==> src/rtl/cgra_config_loader.sv <==
// cgra_config_loader: buffers (addr, data) config words in a small FIFO and
// issues one stall-aware config write per cycle to the CGRA config port.
`default_nettype none

module cgra_config_loader #(
    parameter int ADDR_W     = 32,
    parameter int DATA_W     = 32,
    parameter int FIFO_DEPTH = 4,
    parameter int COUNT_W    = 16
) (
    input  logic               clk_in,
    input  logic               reset_in,
    input  logic               start_in,
    input  logic               word_valid_in,
    output logic               word_ready_out,
    input  logic [ADDR_W-1:0]  word_addr_in,
    input  logic [DATA_W-1:0]  word_data_in,
    input  logic               word_last_in,
    input  logic               config_stall_in,
    output logic               config_valid_out,
    output logic [ADDR_W-1:0]  config_addr_out,
    output logic [DATA_W-1:0]  config_data_out,
    output logic               config_done_out,
    output logic [COUNT_W-1:0] config_count_out
);

    localparam int PTR_W = $clog2(FIFO_DEPTH);

    typedef enum logic [1:0] {
        IDLE  = 2'd0,
        LOAD  = 2'd1,
        DRAIN = 2'd2,
        DONE  = 2'd3
    } state_t;

    state_t state, state_next;

    logic [ADDR_W-1:0]  fifo_addr [FIFO_DEPTH];
    logic [DATA_W-1:0]  fifo_data [FIFO_DEPTH];
    logic [PTR_W:0]     wr_ptr, rd_ptr;
    logic               fifo_empty, fifo_full;
    logic               push, pop, slot_free, beat_accept, start_load;

    logic               out_valid;
    logic [ADDR_W-1:0]  out_addr;
    logic [DATA_W-1:0]  out_data;
    logic [COUNT_W-1:0] count;

    // Extra pointer bit distinguishes full from empty when the indices match.
    assign fifo_empty  = (wr_ptr == rd_ptr);
    assign fifo_full   = (wr_ptr[PTR_W] != rd_ptr[PTR_W]) &&
                         (wr_ptr[PTR_W-1:0] == rd_ptr[PTR_W-1:0]);

    assign word_ready_out = (state == LOAD) && !fifo_full;
    assign push        = word_valid_in && word_ready_out;
    assign beat_accept = out_valid && !config_stall_in;
    assign slot_free   = !out_valid || !config_stall_in;
    assign pop         = slot_free && !fifo_empty;
    assign start_load  = start_in && ((state == IDLE) || (state == DONE));

    always_ff @(posedge clk_in or negedge reset_in) begin
        if (!reset_in) begin
            state <= IDLE;
        end else begin
            state <= state_next;
        end
    end

    always_comb begin
        state_next = state;
        case (state)
            IDLE:    if (start_in) state_next = LOAD;
            LOAD:    if (push && word_last_in) state_next = DRAIN;
            // Output slot frees this cycle and nothing is left behind it.
            DRAIN:   if (fifo_empty && slot_free) state_next = DONE;
            DONE:    if (start_in) state_next = LOAD;
            default: state_next = IDLE;
        endcase
    end

    always_ff @(posedge clk_in or negedge reset_in) begin
        if (!reset_in) begin
            wr_ptr <= '0;
            rd_ptr <= '0;
        end else if (start_load) begin
            wr_ptr <= '0;
            rd_ptr <= '0;
        end else begin
            if (push) wr_ptr <= wr_ptr + (PTR_W+1)'(1);
            if (pop)  rd_ptr <= rd_ptr + (PTR_W+1)'(1);
        end
    end

    always_ff @(posedge clk_in) begin
        if (push) begin
            fifo_addr[wr_ptr[PTR_W-1:0]] <= word_addr_in;
            fifo_data[wr_ptr[PTR_W-1:0]] <= word_data_in;
        end
    end

    // Output register: refills whenever its slot frees; parks at zero when
    // there is nothing to send so the bus reads 0 in IDLE/DONE.
    always_ff @(posedge clk_in or negedge reset_in) begin
        if (!reset_in) begin
            out_valid <= 1'b0;
            out_addr  <= '0;
            out_data  <= '0;
        end else if (slot_free) begin
            if (!fifo_empty) begin
                out_valid <= 1'b1;
                out_addr  <= fifo_addr[rd_ptr[PTR_W-1:0]];
                out_data  <= fifo_data[rd_ptr[PTR_W-1:0]];
            end else begin
                out_valid <= 1'b0;
                out_addr  <= '0;
                out_data  <= '0;
            end
        end
    end

    always_ff @(posedge clk_in or negedge reset_in) begin
        if (!reset_in) begin
            count <= '0;
        end else if (start_load) begin
            count <= '0;
        end else if (beat_accept && (count != {COUNT_W{1'b1}})) begin
            count <= count + COUNT_W'(1);
        end
    end

    assign config_valid_out = out_valid;
    assign config_addr_out  = out_addr;
    assign config_data_out  = out_data;
    assign config_done_out  = (state == DONE);
    assign config_count_out = count;

endmodule

`default_nettype wire

==> config.mk <==
export PLATFORM = sky130hd
export DESIGN_NAME = cgra_config_loader
export DESIGN_NICKNAME = d
export VERILOG_FILES = /design/src/rtl/cgra_config_loader.sv
export SDC_FILE = /design/constraint.sdc
export NUM_CORES = 1
export LEC_CHECK = 0
export ABC_CLOCK_PERIOD_IN_PS = 5900
export BUFFER_PORTS_ARGS = -buffer_cell sky130_fd_sc_hd__buf_2
export CAP_MARGIN = 25
export CORE_MARGIN = 8
export CORE_UTILIZATION = 35
export DETAILED_ROUTE_END_ITERATION = 8
export SYNTH_ARGS = -nofsm -noshare
export SYNTH_HDL_FRONTEND = slang
export SYNTH_SLANG_ARGS = --single-unit
==> constraint.sdc <==
create_clock -name clk_in -period 5.9 [get_ports clk_in]
set_clock_uncertainty 0.1 [all_clocks]
set_input_delay 0.59 -clock clk_in [delete_from_list [all_inputs] [get_ports clk_in]]
set_output_delay 0.59 -clock clk_in [all_outputs]
set_load 0.02 [all_outputs]
Yosys cells after proc, flatten, opt, wreduce, memory -nomap -nowiden
Memories as Yosys holds them, arrays and structs flattened. Cells that the tools add are included.

Input port bits: 70. Output and inout bits: 83. Register bits: 89. Memories kept: 2. Memory bits (writable): 256.

Reduce and logical (&&, ||, !) cells: 21. Multiplexer cells: 15. Equal/unequal tests: 10. $add $sub $neg: 3.

Memories: fifo_addr (depth 4, bits a word 32, rd ports 1, clocked after memory_dff 0, write ports 1, line 38) `logic [ADDR_W-1:0] fifo_addr [FIFO_DEPTH];`; fifo_data (depth 4, bits a word 32, rd ports 1, clocked after memory_dff 0, write ports 1, line 39) `logic [DATA_W-1:0] fifo_data [FIFO_DEPTH];`.

Operators with widths (number): $mux W32 (2); $mux W16 (2); $add A16 B1 Y16 const B (1); $ne A16 B16 Y1 const B (1); $mux W3 (4); $logic_and A1 B1 Y1 (9); $add A3 B1 Y3 const B (2); $mux W2 (3); $pmux W2 S3 (1); $reduce_bool A2 Y1 (3); $eq A2 B2 Y1 const B (2); $logic_not A1 Y1 (4); $ne A2 B1 Y1 const B (2); $eq A3 B3 Y1 (1); $mux W1 (3); $reduce_and A3 Y1 (1); $eq A2 B1 Y1 const B (1); $eq A2 B2 Y1 (1); $logic_not A2 Y1 (1); $logic_or A1 B1 Y1 (2); $ne A2 B2 Y1 const B (1); $reduce_or A2 Y1 (1); $ne A1 B1 Y1 (1).

Logic depth before layout (Yosys ltp)
Gate-level depths: netlist of the first run.

Depth in word-level cells: 8. Depth in mapped cells: 6. Mapped depth without buffers: 6.

Worst setup path before layout of the first run
Ideal clock, no wire load.

Path type: register to register. Start: register wr_ptr[1]. End: memory fifo_addr[3][0] (enable). Path buffers: 0. Library setup time: 528 ps. Stages on the path, launching flop included: 3. Path slack: 1015 ps. Arrival time: 4257 ps. Clock period less this slack: 4885 ps. Cells stage by stage: dfrtp_1 > xnor2_4 > a31oi_1.

Cells in the longest elaborated chain, start to end: 7.

Ends and longest elaborated chain: from (decl) (line 40) `logic [PTR_W:0] wr_ptr, rd_ptr;`; from (signal assigned) (line 89) `if (push) wr_ptr <= wr_ptr + (PTR_W+1)'(1);`; $eq A2 B2 Y1 (line 52) `(wr_ptr[PTR_W-1:0] == rd_ptr[PTR_W-1:0]);`; $logic_and A1 B1 Y1 (line 51) `assign fifo_full = (wr_ptr[PTR_W] != rd_ptr[PTR_W]) &&`; $logic_not A1 Y1 (line 54) `assign word_ready_out = (state == LOAD) && !fifo_full;`; $logic_and A1 B1 Y1 (line 54); $logic_and A1 B1 Y1 (line 55) `assign push = word_valid_in && word_ready_out;`; $mux W1 (line 95) `if (push) begin`; $mux W1 (implied by the code) (line 96) `fifo_addr[wr_ptr[PTR_W-1:0]] <= word_addr_in;`; to (decl) (line 38).

Several ways; a longest one is shown, not always the timed one.

Worst setup path after layout of the first run
Start: register rd_ptr[0]. End: memory fifo_addr[0][31] (enable).

Cells in the longest elaborated chain, start to end: 7.

Ends and longest elaborated chain: from (decl) (line 40); from (signal assigned) (line 90) `if (pop) rd_ptr <= rd_ptr + (PTR_W+1)'(1);`; $eq A2 B2 Y1 (line 52); $logic_and A1 B1 Y1 (line 51); $logic_not A1 Y1 (line 54); $logic_and A1 B1 Y1 (line 54); $logic_and A1 B1 Y1 (line 55); $mux W1 (line 95); $mux W1 (implied by the code) (line 96).

No other way between the ends.

==> out/results.ini, run 1 <==
[clock_network]
cts_hold_buf=0
cts_buffer_depth=3
clock-sinks=345
clock_latency_ns=0.51
postCtsResizedCells=0
cts_setup_buffers=0
htreeDepth=2
root_buffer=clkbuf_16
clkTransAtPathRegs_ns=0.06
cts_tree=done
cts-buffers-inserted=37

[global_route]
grt_pass1_wl_um=45500
grt_max_degree=67
grt_pass1_vias=7496
antenna_found_initial=12
grt_overflow=0
track_usage_pct=13.2

[worst_setup_path]
path_max_fanout=64
critPathArrivalTime_ns=3.00
worst_setup_path_start_kind=flop
required_ns=5.92
endpoint_kind=flop
path_class=flop to flop

[sta]
rsz0062_at_grt=false
tns_ns=0
whs_ns=-0.00415
maxSlewHeadroom_pct=30.7
tightest_slew_ns=1.04
post-route-min-period_ns=2.98
report.final.setup_viol=0
max_freq_ghz=0.336
final_hold_viol_count=2
setup_ws_ns=2.92
final_max_slew_viol_count=0
fin_crit_sh_pct=50.5

[flow_run]
drv_cap=0

[synth]
syn_inst=779
syn_avg_cell_area_um2=17.0
ys_ff_latch=345
yosys.area.top_type_share_pct=57.9
synth-seq-area-share_pct=74.7
yosysTopAreaCell=edfxtp_1
syn_nets=859
syn_area_um2=13300
synth_area_leaders=edfxtp_1 (58%), dfrtp_1 (17%), mux4_2 (11%)
synth_warnings=0
synth_cell_types=44

[finish]
post-route-cell-area_um2=15800
areaGrowthSynthToFinish_pct=18.9
finalNetCount=1016
nFillCells=3446
drive_above_1_share_pct=29.6

[route]
via_per_inst=4.91
post-route-drc-count=0
routed_wl_um=29600
initialDrtViolationCount=495
post_drt_wl_per_cell_um=20.0
firstDrtPassIters=5
ant_nets=0
dr_total_vias=7263

[placement]
place_area_um2=14600
post-place-ws_ns=2.82
hpwlAfterDp_um=17700
portBuffers=152
gp_congestion=0.783

[floorplan]
die_y_um=211
die-area_um2=44400
die_w_um=211
start_util_pct=35.4
core_um2=37500
rows=71
io_pins=153

[status]
violations=hold timing
status=finished, violations left

[min_path]
min_path_type=input pin to async pin

[power_and_ir_drop]
p_leak_nw=6.00
power_density_nw_per_um2=482
total_power_mw=7.60
vdd_drop_max_mv=0.370

## per-stage QoR
stage	hold slack (ns)	utilization (%)	cells
2_1_floorplan	0.194	-	779
3_3_place_gp	0.350	38.9	1407
3_5_place_dp	0.350	38.9	1407
4_1_cts	0.0125	42.0	1474
5_1_grt	0.0323	42.1	1478
6_report	-0.00415	42.1	1479
## synth_stat cells
cell type	instances
a41o_1	1
nor4_1	3
and3_1	3
nor3_1	5
buf_2	7
edfxtp_1	256
dfrtp_1	89
and4_1	3
buf_1	3
mux4_2	64
mux2i_1	3
nor2b_1	1
inv_1	10
clkbuf_1	24
o41ai_1	2
buf_4	5
a31oi_1	6
nor4b_1	1
nand3_1	73
nand4_1	8
or4b_4	1
nand2b_1	1
a41oi_1	2
and3b_1	1
o211ai_1	2
nor4_2	1
or3_1	3
o21ai_0	5
xor2_1	1
or4_1	1
o21a_1	1
nor2_1	12
a311oi_2	1
and4b_1	1
xnor2_4	2
nand2_1	140
a211oi_1	2
ha_1	10
xnor2_1	4
and2_1	7
o31ai_1	2
a21oi_1	9
o311ai_0	2
a31o_2	1
## state kept, by name (all words and copies together) (netlist names)
signal and cells:
config_valid_out 1, rd_ptr 3, wr_ptr 3, fifo_data 128, config_count_out 16, config_data_out 32
state 2, config_addr_out 32, fifo_addr 128
## critical path, cell delays in order (launching register included)
cell and delay (ns):
dfrtp_4 0.79, xnor2_4 0.21, a311oi_2 0.55, and2_4 0.88
## metal layers
metal  vias up  wire (um)  GRT usage (%)
met5         -         88              0
met4        14        439           3.69
met3        47       2070           3.80
met2       203      14200           21.2
met1      3682      12800           17.4
li1       3317          -              -
## final timing paths
kind / cells past startpoint / endpoint / slack [ns] / startpoint
worst max-delay path: 3 / fifo_addr[0][31] / 2.92 / rd_ptr[0]
worst min-delay path: 1 / config_count_out[13] / -0.004 / reset_in
worst max register to register: 3 / fifo_addr[0][31] / 2.92 / rd_ptr[0]
worst min register to register: 2 / config_data_out[9] / 0.36 / config_data_out[9]
max in group asynchronous: 2 / rd_ptr[0] / 4.55 / reset_in
min in group clk_in: 1 / fifo_data[3][27] / 0.19 / word_data_in[27]
## power breakdown
part           switching [mW]  internal [mW]  total [mW]
sequential              0.221           3.04        3.27
combinational            1.31          0.820        2.13
clock                   0.889           1.32        2.21
## layout by cell type, fill, tap and decap left out, types with 3 or more instances in the layout
cell type / Yosys / routed
diode_2: 0 / 4
edfxtp_1: 256 / 256
nor3_1: 5 / 5
nand2_1: 140 / 139
dfrtp_1: 89 / 87
and4_1: 3 / 3
clkinv_1: 0 / 3
nor4_1: 3 / 3
clkbuf_1: 24 / 15
o21ai_0: 5 / 5
a21oi_1: 9 / 9
clkinv_2: 0 / 5
a31oi_1: 6 / 5
mux4_2: 64 / 64
mux2i_1: 3 / 3
or3_1: 3 / 3
and2_4: 0 / 4
nor2_1: 12 / 12
buf_2: 7 / 151
ha_1: 10 / 10
xnor2_1: 4 / 4
and3_1: 3 / 3
and2_1: 7 / 3
nand3_1: 73 / 72
buf_4: 5 / 5
nand4_1: 8 / 8
clkbuf_16: 0 / 39
inv_1: 10 / 10
## kinds of logic after synthesis
family / synth area share, %
adder cells (fa/ha/maj): 0.942
AO/OA/AOI/OAI: 1.86
XOR/XNOR: 0.744
AND/OR/NAND/NOR: 9.12
buffers and inverters: 1.59
flip-flops: 74.7
multiplexers: 11.1
## final cells by class
type | instances | area, um2 | share of cell area [%]
Clock inverter | 12 | 113 | 0.713
Timing Repair Buffer | 157 | 821 | 5.20
Multi-Input combinational cell | 385 | 3200 | 20.3
Sequential cell | 345 | 9920 | 62.9
Clock buffer | 55 | 1050 | 6.63
Tap cell | 511 | 639 | 4.05
Inverter | 10 | 37.5 | 0.238
Antenna cell | 4 | 10.0 | 0.0634
Note: power is estimated with default switching activity, not from simulation.
==> run 2: changes to the inputs <==
Settings changed: ABC_CLOCK_PERIOD_IN_PS 5900 to 2810.
Clock period 5.9 ns to 2.81 ns, I/O delays scaled along.
==> run 2 against run 1 <==
Against the previous run:
- the flow now finishes without violations
- wire length rose by 2.6%
- combinational power up 130%
- count of clock-buffer cells in the layout decreased by 5
- global-route usage grew 0.44 points
- critical path depth up 2
- largest cell class unchanged
- highest routed layer is now met4
==> out/results.ini, run 2 (synthesis results as in run 1) <==
[sta]
report.final.setup_viol=0
final_max_slew_viol_count=0
tns_ns=0
fin_crit_sh_pct=80.2
final_hold_viol_count=0
tightest_slew_ns=0.803
max_freq_ghz=0.444
maxSlewHeadroom_pct=46.5
post-route-min-period_ns=2.25
rsz0062_at_grt=false

[route]
ant_nets=0
initialDrtViolationCount=500
dr_total_vias=7595
post-route-drc-count=0
via_per_inst=4.88
routed_wl_um=30300
firstDrtPassIters=4
post_drt_wl_per_cell_um=19.5

[power_and_ir_drop]
pwr-share-seq_pct=41.1
p_sw_share_pct=31.8
vdd_drop_max_mv=0.721
combPwrFrac_pct=28.9
power_density_nw_per_um2=991
p_leak_nw=6.45
clock_power_share_pct=30.0
internal_power_mw=11.3
p_switching_mw=5.29

[worst_setup_path]
crit_chain=xnor2_4 > a311oi_2 > buf_4 > and2_4 > buf_12
worst_setup_path_start_kind=flop
worstReg2RegEnd=fifo_data[2][24]
max_stage_delay_ns=0.64
reg2reg_slack_ns=0.56
required_ns=2.91
cp_slowest_cell=dfrtp_4
critPathLaunch=rd_ptr[1]
path_class=flop to flop
worstReg2RegStart=rd_ptr[1]
critPathArrivalTime_ns=2.35
path_max_fanout=42
ff2ff_path_depth=5
endpoint_kind=flop

[floorplan]
die_y_um=211
io_pins=153
rows=71
start_util_pct=35.4
die_w_um=211
die-area_um2=44400
core_um2=37500

[min_path]
min_path_type=input pin to flop
hold_path_depth=4
hp-start=config_stall_in
holdPathEnd=config_count_out[1]

[finish]
areaGrowthSynthToFinish_pct=26.2
final_common_cell=edfxtp_1
post-route-cell-area_um2=16800
final_core_util_pct=44.7
finalNonFillerCells=1555
drive_above_1_share_pct=29.9
diodes=0
finalNetCount=1095
final_cell_mix=edfxtp_1 (256), buf_2 (151), nand2_1 (139)

[placement]
place_area_um2=14800
hpwlAfterDp_um=18200
gp_congestion=0.742
portBuffers=152
post-place-cells=1421

[status]
status=finished clean

[global_route]
grt_overflow=0
grt_pass1_wl_um=47300
antenna_found_initial=0
grt_pass1_vias=8028
grt_max_degree=67
track_usage_pct=13.7

[clock_network]
cts_hold_buf=65
cts-buffers-inserted=38
postCtsResizedCells=0
clock_latency_ns=0.52
cts_tree=done
cts_buffer_depth=3
root_buffer=clkbuf_16
htreeDepth=2
cts_setup_buffers=0
clkTransAtPathRegs_ns=0.06
clock-sinks=345

[flow_run]
drv_cap=0

run 2: changes by cell type in the layout (fill, tap and decap cells not counted), moves of 2 or more:
cell / delta
dlygate4sd3_1: +65
buf_12: +11
clkbuf_1: -10
clkbuf_8: +5
clkinv_2: +4
diode_2: -4
buf_4: +3
inv_6: +3
clkinv_1: -2
run 2: how the worst max path moves through the flow:
| stage | to | slack (ns) | cells past startpoint |
|---|---|---|---|
| after floorplan | fifo_addr[0][0] | 0.28 | 3 |
| after global placement | fifo_data[2][30] | 0.54 | 5 |
| after detailed placement | fifo_data[2][23] | 0.54 | 5 |
| after CTS | word_ready_out | 0.52 | 3 |
| after global routing | fifo_data[2][14] | 0.42 | 5 |
| final | fifo_data[2][24] | 0.56 | 5 |
run 2: area by class of cell:
type	instances	area [um2]
clock buffers	50	1080
clock inverters	19	203
fillers	3367	20700
inverters	10	37.5
multi-input cells	385	3200
flip-flops and latches	345	9920
well taps	511	639
repair buffers	235	1690
run 2: critical path: cells and delay by family, from the launching register on:
family	cells	cell delay (ns)
flops	1	0.64
buf+inv	2	0.47
simple gates	1	0.18
xor+xnor	1	0.24
compound gates	1	0.28
run 2: metal layers:
layer  vias to the layer above  track usage [%]  part of all wire, %
li1                       3466                -                    -
met4                         0             3.79                  2.0
met1                      3871             18.4                   45
met2                       215             22.3                   48
met3                        43             2.79                  5.4
met5                         -                0                    0
run 2: per-stage QoR:
stage / hold WS, ns / worst slack (ns) / power, mW
floorplan: -0.115 / 0.284 / 10.1
global placement: 0.268 / 0.544 / 11.7
detailed placement: 0.271 / 0.540 / 11.8
CTS: 0.0628 / 0.516 / 16.9
global route: 0.104 / 0.420 / 17.5
finish: 0.0978 / 0.556 / 16.6
run 2: power groups by stage:
stage,logic [mW],registers [mW],clock network [mW]
2_1_floorplan,2.75,7.30,0
3_3_place_gp,4.81,6.92,0
3_5_place_dp,4.85,6.94,0
4_1_cts,4.93,6.85,5.12
5_1_grt,5.27,6.93,5.32
6_report,4.80,6.83,4.99
==> run 3: changes to the inputs <==
Settings changed: ABC_CLOCK_PERIOD_IN_PS 2810 to 2100.
Clock period 2.81 ns to 2.1 ns, I/O delays scaled along.
==> run 3 against run 2 <==
Against the previous run:
- sequential share of layout area decreased by 1.5 points
- global-route usage increased by 0.27 points
- worst setup slack got worse by 0.49 ns
- wire length increased by 1.9%
- cell count increased by 1.9%
- critical path depth decreased by 1
- largest cell class unchanged
- highest routed layer unchanged
==> out/results.ini, run 3 (synthesis results as in run 1) <==
[worst_setup_path]
required_ns=1.79
path_class=flop to primary output
max_stage_delay_ns=0.51
crit_chain=xnor2_4 > buf_4 > a31oi_4 > buf_6
critPathArrivalTime_ns=1.73
worst_setup_path_start_kind=flop
path_max_fanout=7
ff2ff_path_depth=5
reg2reg_slack_ns=0.08
cp_slowest_cell=dfrtp_4
endpoint_kind=primary output

[finish]
final_common_cell=edfxtp_1
drive_above_1_share_pct=32.3
post-route-cell-area_um2=17200
areaGrowthSynthToFinish_pct=29.5
final_core_util_pct=45.9
final_cell_mix=edfxtp_1 (256), buf_2 (150), nand2_1 (139)
finalNonFillerCells=1585
nFillCells=3303
finalNetCount=1121

[placement]
post-place-cells=1443
portBuffers=152
hpwlAfterDp_um=19800
gp_congestion=0.882
place_area_um2=15100

[global_route]
grt_overflow=0
grt_max_degree=67
grt_pass1_vias=8234
antenna_found_initial=2
grt_pass1_wl_um=48200
track_usage_pct=13.9

[clock_network]
root_buffer=clkbuf_16
cts-buffers-inserted=39
cts_tree=done
clock_latency_ns=0.54
clkTransAtPathRegs_ns=0.06
htreeDepth=2
cts_buffer_depth=3
clock-sinks=345

[sta]
max_freq_ghz=0.491
final_hold_viol_count=0
maxSlewHeadroom_pct=62.5
final_max_slew_viol_count=0
post-route-min-period_ns=2.04
tightest_slew_ns=0.558
rsz0062_at_grt=false
fin_crit_sh_pct=97.0
report.final.setup_viol=0

[route]
dr_total_vias=7683
ant_nets=0
post-route-drc-count=0
firstDrtPassIters=4
initialDrtViolationCount=500
post_drt_wl_per_cell_um=19.5
via_per_inst=4.85
routed_wl_um=30900

[power_and_ir_drop]
internal_power_mw=16.1
pwr-share-seq_pct=38.8
p_leak_nw=6.62
p_sw_share_pct=31.2
power_density_nw_per_um2=1360
clock_power_share_pct=30.5
combPwrFrac_pct=30.7
p_switching_mw=7.27
vdd_drop_max_mv=0.731

[floorplan]
die_y_um=211
core_um2=37500
rows=71
die_w_um=211
io_pins=153
die-area_um2=44400
start_util_pct=35.4

[flow_run]
drv_cap=0

[status]
status=finished clean

[min_path]
min_path_type=input pin to async pin

==> run 3: per-stage QoR <==
| stage | total power, mW | hold WS (ns) | setup WS (ns) | setup TNS, ns |
|---|---|---|---|---|
| after floorplan | 13.5 | -0.186 | -0.273 | -36.61 |
| after global placement | 16.1 | 0.129 | 0.0609 | 0 |
| after detailed placement | 16.2 | 0.128 | 0.0252 | 0 |
| after CTS | 23.6 | 0.0662 | 0.0229 | 0 |
| after global routing | 24.6 | 0.112 | 0.00187 | 0 |
| final | 23.3 | 0.0866 | 0.0635 | 0 |
==> run 3: timing repair <==
action | CTS | global route
hold endpoints to repair | 315 | 0
resized for setup | 2 | 4
setup endpoints to repair | 1 | 49
hold buffers | 66 | 0
pin swaps | 0 | 2
setup buffers | 0 | 2
==> run 3: area by class of cell <==
class / instances / area, um2 / area share, %
Clock inverter: 19 / 268 / 1.56
Inverter: 10 / 37.5 / 0.218
Antenna cell: 2 / 5.00 / 0.0291
Clock buffer: 53 / 1100 / 6.39
Tap cell: 511 / 639 / 3.72
Sequential cell: 345 / 9920 / 57.7
Timing Repair Buffer: 260 / 1960 / 11.4
Multi-Input combinational cell: 385 / 3260 / 19.0
==> run 3: power by group through the flow <==
stage | logic, mW | registers, mW | clock network [mW]
6_report | 7.16 | 9.06 | 7.12
5_1_grt | 7.84 | 9.19 | 7.57
4_1_cts | 7.20 | 9.08 | 7.32
3_5_place_dp | 7.03 | 9.21 | 0
3_3_place_gp | 6.97 | 9.18 | 0
2_1_floorplan | 3.71 | 9.78 | 0
==> run 3: per-layer routing <==
layer | track usage (%) | wire (um) | part of all wire (%)
met5 | 0 | 0 | 0
met4 | 3.79 | 545 | 1.8
met1 | 19.0 | 13900 | 45
met2 | 22.4 | 14700 | 48
met3 | 2.94 | 1790 | 5.8
==> run 3: path summary, 6_finish.rpt <==
kind                                     from             endpoint
min in group clk_in             word_valid_in             state[1]
max in group asynchronous            reset_in  config_addr_out[22]
setup reg to reg                    rd_ptr[0]             state[0]
hold / removal                       reset_in  config_count_out[7]
setup / recovery                    rd_ptr[0]       word_ready_out
hold reg to reg            config_data_out[2]   config_data_out[2]
==> run 3: worst max-delay path: cells and delay by family, from the launching register on <==
family	cells	cell delay [ns]
xor gates and xnor gates	1	0.17
AOI/OAI and AO/OA	1	0.18
DFF	1	0.51
buffers and inverters	2	0.33
